File: src/rtl/cmul_share_arb.sv
// Packet-locked round-robin arbiter sharing one complex multiplier among NPORTS
// AXI-stream requesters; an in-order tag FIFO routes each product back to its issuer.
module cmul_share_arb #(
    parameter int NPORTS     = 4,
    parameter int DATA_WIDTH = 16,
    parameter int PWIDTH     = 16,
    parameter int TAG_AW     = 3
) (
    input  logic                           clk,
    input  logic                           reset,
    input  logic [NPORTS*2*DATA_WIDTH-1:0] req_adata,
    input  logic [NPORTS*2*DATA_WIDTH-1:0] req_bdata,
    input  logic [NPORTS-1:0]              req_tvalid,
    input  logic [NPORTS-1:0]              req_tlast,
    output logic [NPORTS-1:0]              req_tready,
    output logic [2*DATA_WIDTH-1:0]        mul_adata,
    output logic [2*DATA_WIDTH-1:0]        mul_bdata,
    output logic                           mul_tvalid,
    output logic                           mul_tlast,
    input  logic                           mul_tready,
    input  logic [2*PWIDTH-1:0]            mul_pdata,
    input  logic                           mul_out_tvalid,
    input  logic                           mul_out_tlast,
    output logic                           mul_out_tready,
    output logic [2*PWIDTH-1:0]            out_pdata,
    output logic [NPORTS-1:0]              out_tvalid,
    output logic                           out_tlast,
    input  logic [NPORTS-1:0]              out_tready,
    output logic                           busy,
    output logic                           tag_err
);
    localparam int GW    = $clog2(NPORTS);
    localparam int OW    = 2 * DATA_WIDTH;
    localparam int DEPTH = 1 << TAG_AW;

    typedef enum logic {IDLE = 1'b0, LOCK = 1'b1} state_t;

    state_t                   state_q, state_d;
    logic [GW-1:0]            g_q, g_d;
    logic [GW-1:0]            ptr_q, ptr_d;
    logic [DEPTH-1:0][GW-1:0] tag_q, tag_d;
    logic [TAG_AW-1:0]        wr_q, wr_d;
    logic [TAG_AW-1:0]        rd_q, rd_d;
    logic [TAG_AW:0]          cnt_q, cnt_d;
    logic                     tag_err_q, tag_err_d;

    logic          tag_full, tag_empty;
    logic          push, pop, pkt_end;
    logic          sel_valid, sel_last, head_rdy;
    logic [GW-1:0] pick, head;

    assign tag_full  = cnt_q[TAG_AW];
    assign tag_empty = (cnt_q == '0);
    assign head      = tag_q[rd_q];
    assign push      = mul_tvalid & mul_tready;
    assign pkt_end   = push & mul_tlast;
    assign out_pdata = mul_pdata;
    assign out_tlast = mul_out_tlast;
    assign busy      = (state_q == LOCK) | ~tag_empty;
    assign tag_err   = tag_err_q;

    // State register
    always_ff @(posedge clk or negedge reset) begin
        if (!reset) begin
            state_q   <= IDLE;
            g_q       <= '0;
            ptr_q     <= '0;
            tag_q     <= '0;
            wr_q      <= '0;
            rd_q      <= '0;
            cnt_q     <= '0;
            tag_err_q <= 1'b0;
        end else begin
            state_q   <= state_d;
            g_q       <= g_d;
            ptr_q     <= ptr_d;
            tag_q     <= tag_d;
            wr_q      <= wr_d;
            rd_q      <= rd_d;
            cnt_q     <= cnt_d;
            tag_err_q <= tag_err_d;
        end
    end

    // Ports below ptr are considered first so the group at/after ptr overrides them;
    // the downward scan leaves the lowest index of each group as the winner.
    always_comb begin
        pick = ptr_q;
        for (int p = NPORTS - 1; p >= 0; p--)
            if (req_tvalid[p] && (GW'(p) < ptr_q)) pick = GW'(p);
        for (int p = NPORTS - 1; p >= 0; p--)
            if (req_tvalid[p] && (GW'(p) >= ptr_q)) pick = GW'(p);
    end

    // Next-state logic
    always_comb begin
        state_d = state_q;
        g_d     = g_q;
        ptr_d   = ptr_q;
        unique case (state_q)
            IDLE: if (|req_tvalid) begin
                state_d = LOCK;
                g_d     = pick;
            end
            LOCK: if (pkt_end) begin
                state_d = IDLE;
                ptr_d   = (g_q == GW'(NPORTS - 1)) ? '0 : g_q + 1'b1;
            end
            default: state_d = IDLE;
        endcase
    end

    // Tag FIFO bookkeeping and sticky error
    always_comb begin
        tag_d = tag_q;
        wr_d  = wr_q;
        rd_d  = rd_q;
        cnt_d = cnt_q;
        if (push) begin
            tag_d[wr_q] = g_q;
            wr_d        = wr_q + 1'b1;
        end
        if (pop) rd_d = rd_q + 1'b1;
        case ({push, pop})
            2'b10:   cnt_d = cnt_q + 1'b1;
            2'b01:   cnt_d = cnt_q - 1'b1;
            default: cnt_d = cnt_q;
        endcase
        tag_err_d = tag_err_q | (tag_empty & mul_out_tvalid);
    end

    // Issue-path outputs
    always_comb begin
        mul_adata  = '0;
        mul_bdata  = '0;
        sel_valid  = 1'b0;
        sel_last   = 1'b0;
        mul_tvalid = 1'b0;
        mul_tlast  = 1'b0;
        req_tready = '0;
        for (int p = 0; p < NPORTS; p++) begin
            if (g_q == GW'(p)) begin
                mul_adata = req_adata[p*OW +: OW];
                mul_bdata = req_bdata[p*OW +: OW];
                sel_valid = req_tvalid[p];
                sel_last  = req_tlast[p];
            end
        end
        if (state_q == LOCK) begin
            mul_tvalid = sel_valid & ~tag_full;
            mul_tlast  = sel_last;
            for (int p = 0; p < NPORTS; p++)
                if (g_q == GW'(p)) req_tready[p] = mul_tready & ~tag_full;
        end
    end

    // Return path: with no tag outstanding, products are drained and dropped
    always_comb begin
        head_rdy       = 1'b0;
        out_tvalid     = '0;
        mul_out_tready = 1'b1;
        pop            = 1'b0;
        for (int p = 0; p < NPORTS; p++)
            if (head == GW'(p)) head_rdy = out_tready[p];
        if (!tag_empty) begin
            mul_out_tready = head_rdy;
            pop            = mul_out_tvalid & head_rdy;
            for (int p = 0; p < NPORTS; p++)
                if (head == GW'(p)) out_tvalid[p] = mul_out_tvalid;
        end
    end

endmodule

File: config.mk
export PLATFORM = sky130hd
export DESIGN_NAME = cmul_share_arb
export DESIGN_NICKNAME = d
export VERILOG_FILES = /design/src/rtl/cmul_share_arb.sv
export SDC_FILE = /design/constraint.sdc
export NUM_CORES = 1
export LEC_CHECK = 0
export ABC_AREA = 1
export BUFFER_PORTS_ARGS = -buffer_cell sky130_fd_sc_hd__buf_2
export CORE_AREA = 4 4 160 162
export CTS_CLUSTER_DIAMETER = 30
export DETAILED_ROUTE_END_ITERATION = 16
export DIE_AREA = 0 0 164 166
export GPL_TIMING_DRIVEN = 0
export SETUP_SLACK_MARGIN = 0.2
export SLEW_MARGIN = 0
export SYNTH_ARGS = -nofsm -noshare
export SYNTH_HDL_FRONTEND = slang
export SYNTH_SLANG_ARGS = --single-unit
File: constraint.sdc
create_clock -name clk -period 3.8 [get_ports clk]
set_input_delay 0.76 -clock clk [delete_from_list [all_inputs] [get_ports clk]]
set_output_delay 0.76 -clock clk [all_outputs]
set_load 0.05 [all_outputs]
==> results.md <==
* Top cells by area, synth: dfrtp_1, nand2_1, a221oi_1
* Slew at the pin closest to its max-slew limit at 0.725 ns
* Post-synth EDFFs at 0
* Syn Std Cell Area at about 4000 µm²
* Final setup TNS at 0 ns
* Critical R2R Capture: cnt_q[3]
* CP max FO at 10
* Most frequent cells in the layout: buf_2, nand2_1, nor2_1
* Worst EP required at 3.04 ns
* Area share of the largest cell type after synthesis at 0.200
* Area grow syn2layout at 65.6%
* Number of CTS-inserted buffers at 5
* Hold slack at around 0.46 ns
* Layout net count at 1324
* Syn_nets at 936
* Vias per cell at approximately 4.6
* Final hold vios at 0
* Power density over the cells at ~1200 nW/µm²
* Post-synth cell types at 35
* Initial core utilization at 0.166
* Hold Crit Class: reg2reg
* DRC at 0
* Asr flop ratio synth at 1.00
* Post-DRT Antenna Nets at 0
* R2R depth at 18
* Synth warnings at 0
* Post-CTS Setup Inserts at 0
* R2R setup slack at ~0.8 ns
* H-tree levels at 2
* Filler Cells Inserted at around 2800
* Placer Congestion at around 1.0
* DPL Wire Length at between 20000 and 25000 µm
* Die Area at 27200 µm²
* Slew Viols, Final at 0
* Tcrit/Tclk final at 0.919
* Critical R2R Launch: g_q[1]
* Worst skew pair latency at 0.27 ns
* Static Leak at 3.52 nW
* Crit path capture type: primary output
* Clk pin slew, worst setup/hold paths at approximately 0.050 ns
* Max frequency at 286 MHz
* Hold Path Sink: tag_err
* Io pins at between 400 and 500
* CTS tree: done
* Root Driver: clkbuf_16
* Initial DRT Pass Iterations at 6
* Max VDD drop at ~560 µV
* Min Tclk post-route at 3.49 ns
* Clock sinks at 32
* Overflow after GRT at 0
* WL final at 28100 µm
* Share of layout cells above drive strength 1 at 0.469
* Relative slew slack at 0.516
* Total power at ~7.8 mW
* Core area at ~24000 µm²
* DR iter-0 viols at approximately 460
* Synth Register Bits at 32
* Sequential area share after synthesis at 0.200
* CP startpoint kind: flop
* Die width at 164 µm
* Setup Crit Path Kind: reg2out
* Vias at between 6000 and 7000
* Total track usage at 0.190
* Mapped Avg Cell Area at ~6.5 µm²
* Synth Flop Type: dfrtp_1
* Yosys top cell by area: dfrtp_1
* Max cap viols at 0
* Antenna violations before repair at 19
* Largest net degree at the start of global routing at 33
* Routed WL per cell at around 21 µm
* Clock skew at about 0.0036 ns
* Hold Crit Start: tag_err
* Final Setup Violations at 0
* Die H at about 170 µm
* Port-buffer cells at between 300 and 400
* First-pass GRT wire length at 38500 µm
* Vias in the first global route at about 5800
* Mapped Cells at a little over 600
* Crit path DAT at 2.73 ns
* Final setup margin at between 0.3 and 0.4 ns
* Row Count at 57
* Hold Path Depth at 1
* Worst setup slack after placement at -0.0864 ns
* Commonest non-fill, non-tap cell in the layout: buf_2
* CTS max path bufs at 2
* Status: finished clean
* RSZ-0062 raised after global routing: yes
[final cells by class]
cell class	count	area, µm²	share of cell area
Inverter	47	179	0.0270
Timing Repair Buffer	381	1970	0.297
Antenna cell	10	25.0	0.00377
Tap cell	324	405	0.0611
Clock buffer	6	139	0.0209
Buffer	82	522	0.0786
Multi-Input combinational cell	460	2580	0.389
Sequential cell	32	801	0.121
Clock inverter	2	10.0	0.00151
[Yosys cell counts, types with 2 or more instances]
master      n
buf_2      11
xor2_1      4
nor3_1      4
buf_6       3
inv_2       3
dfrtp_1    32
a21oi_1     5
a31oi_1     2
xnor2_1     2
a221oi_1   64
buf_4      33
nor2_1     81
clkbuf_1   26
nor2_2      2
o21ai_0    10
nor2_4      2
o31ai_1    65
nand2_1   162
buf_1       9
ha_1        9
nand3_1    36
inv_1      43
[flip-flops by register name (all words and copies together) (netlist names)]
signal,flops
cnt_q,4
state_q,1
tag_q,16
wr_q,3
ptr_q,2
g_q,2
tag_err,1
rd_q,3
[report_power, final]
group	internal, mW	switching, mW	leakage [nW]	total [mW]
sequential	0.489	0.110	0.401	0.599
clock	0.258	0.137	0.0767	0.395
combinational	1.77	5.04	3.04	6.81
[cell families (layout without fill, tap and decap cells)]
group,after synthesis,in the layout,share of synthesized area
compound gates,151,151,0.294
xor+xnor,6,6,0.0131
fa+ha+maj,10,10,0.0331
buf+inv,129,518,0.161
flops,32,32,0.200
other cells,0,10,0
simple gates,293,293,0.299
[worst max-delay path: stages, from the launching register on]
cell	delay (ns)
dfrtp_1	0.39
clkbuf_2	0.20
inv_1	0.13
ha_1	0.24
buf_2	0.32
buf_2	0.30
a221oi_1	0.16
o31ai_2	0.37
clkbuf_4	0.33
[through the flow]
step,util,instances,instance area (µm²)
detailed placement,0.262,1326,6320
global route,0.275,1343,6630
global placement,0.262,1326,6320
finish,0.275,1344,6630
floorplan,-,621,4010
CTS,0.270,1334,6510
[worst max path at each step]
stage	start	to
finish	g_q[1]	mul_bdata[1]
global route	g_q[1]	mul_bdata[19]
CTS	g_q[1]	mul_bdata[11]
detailed placement	g_q[0]	mul_adata[0]
global placement	g_q[0]	mul_adata[0]
floorplan	g_q[0]	mul_adata[0]
[timing repair]
action | CTS | global route
resized for setup | 22 | 57
pin swaps | 0 | 1
endpoints found under the setup margin | 56 | 59
hold buffers | 0 | 0
[routing by layer]
metal / routed length, µm / part of all wire / GRT usage
met3: 2690 / 0.096 / 0.0673
met5: 106 / 0.0038 / 0
met2: 14100 / 0.50 / 0.331
met4: 384 / 0.014 / 0.0427
met1: 10800 / 0.38 / 0.224
Power figures use the tool's default switching activity.
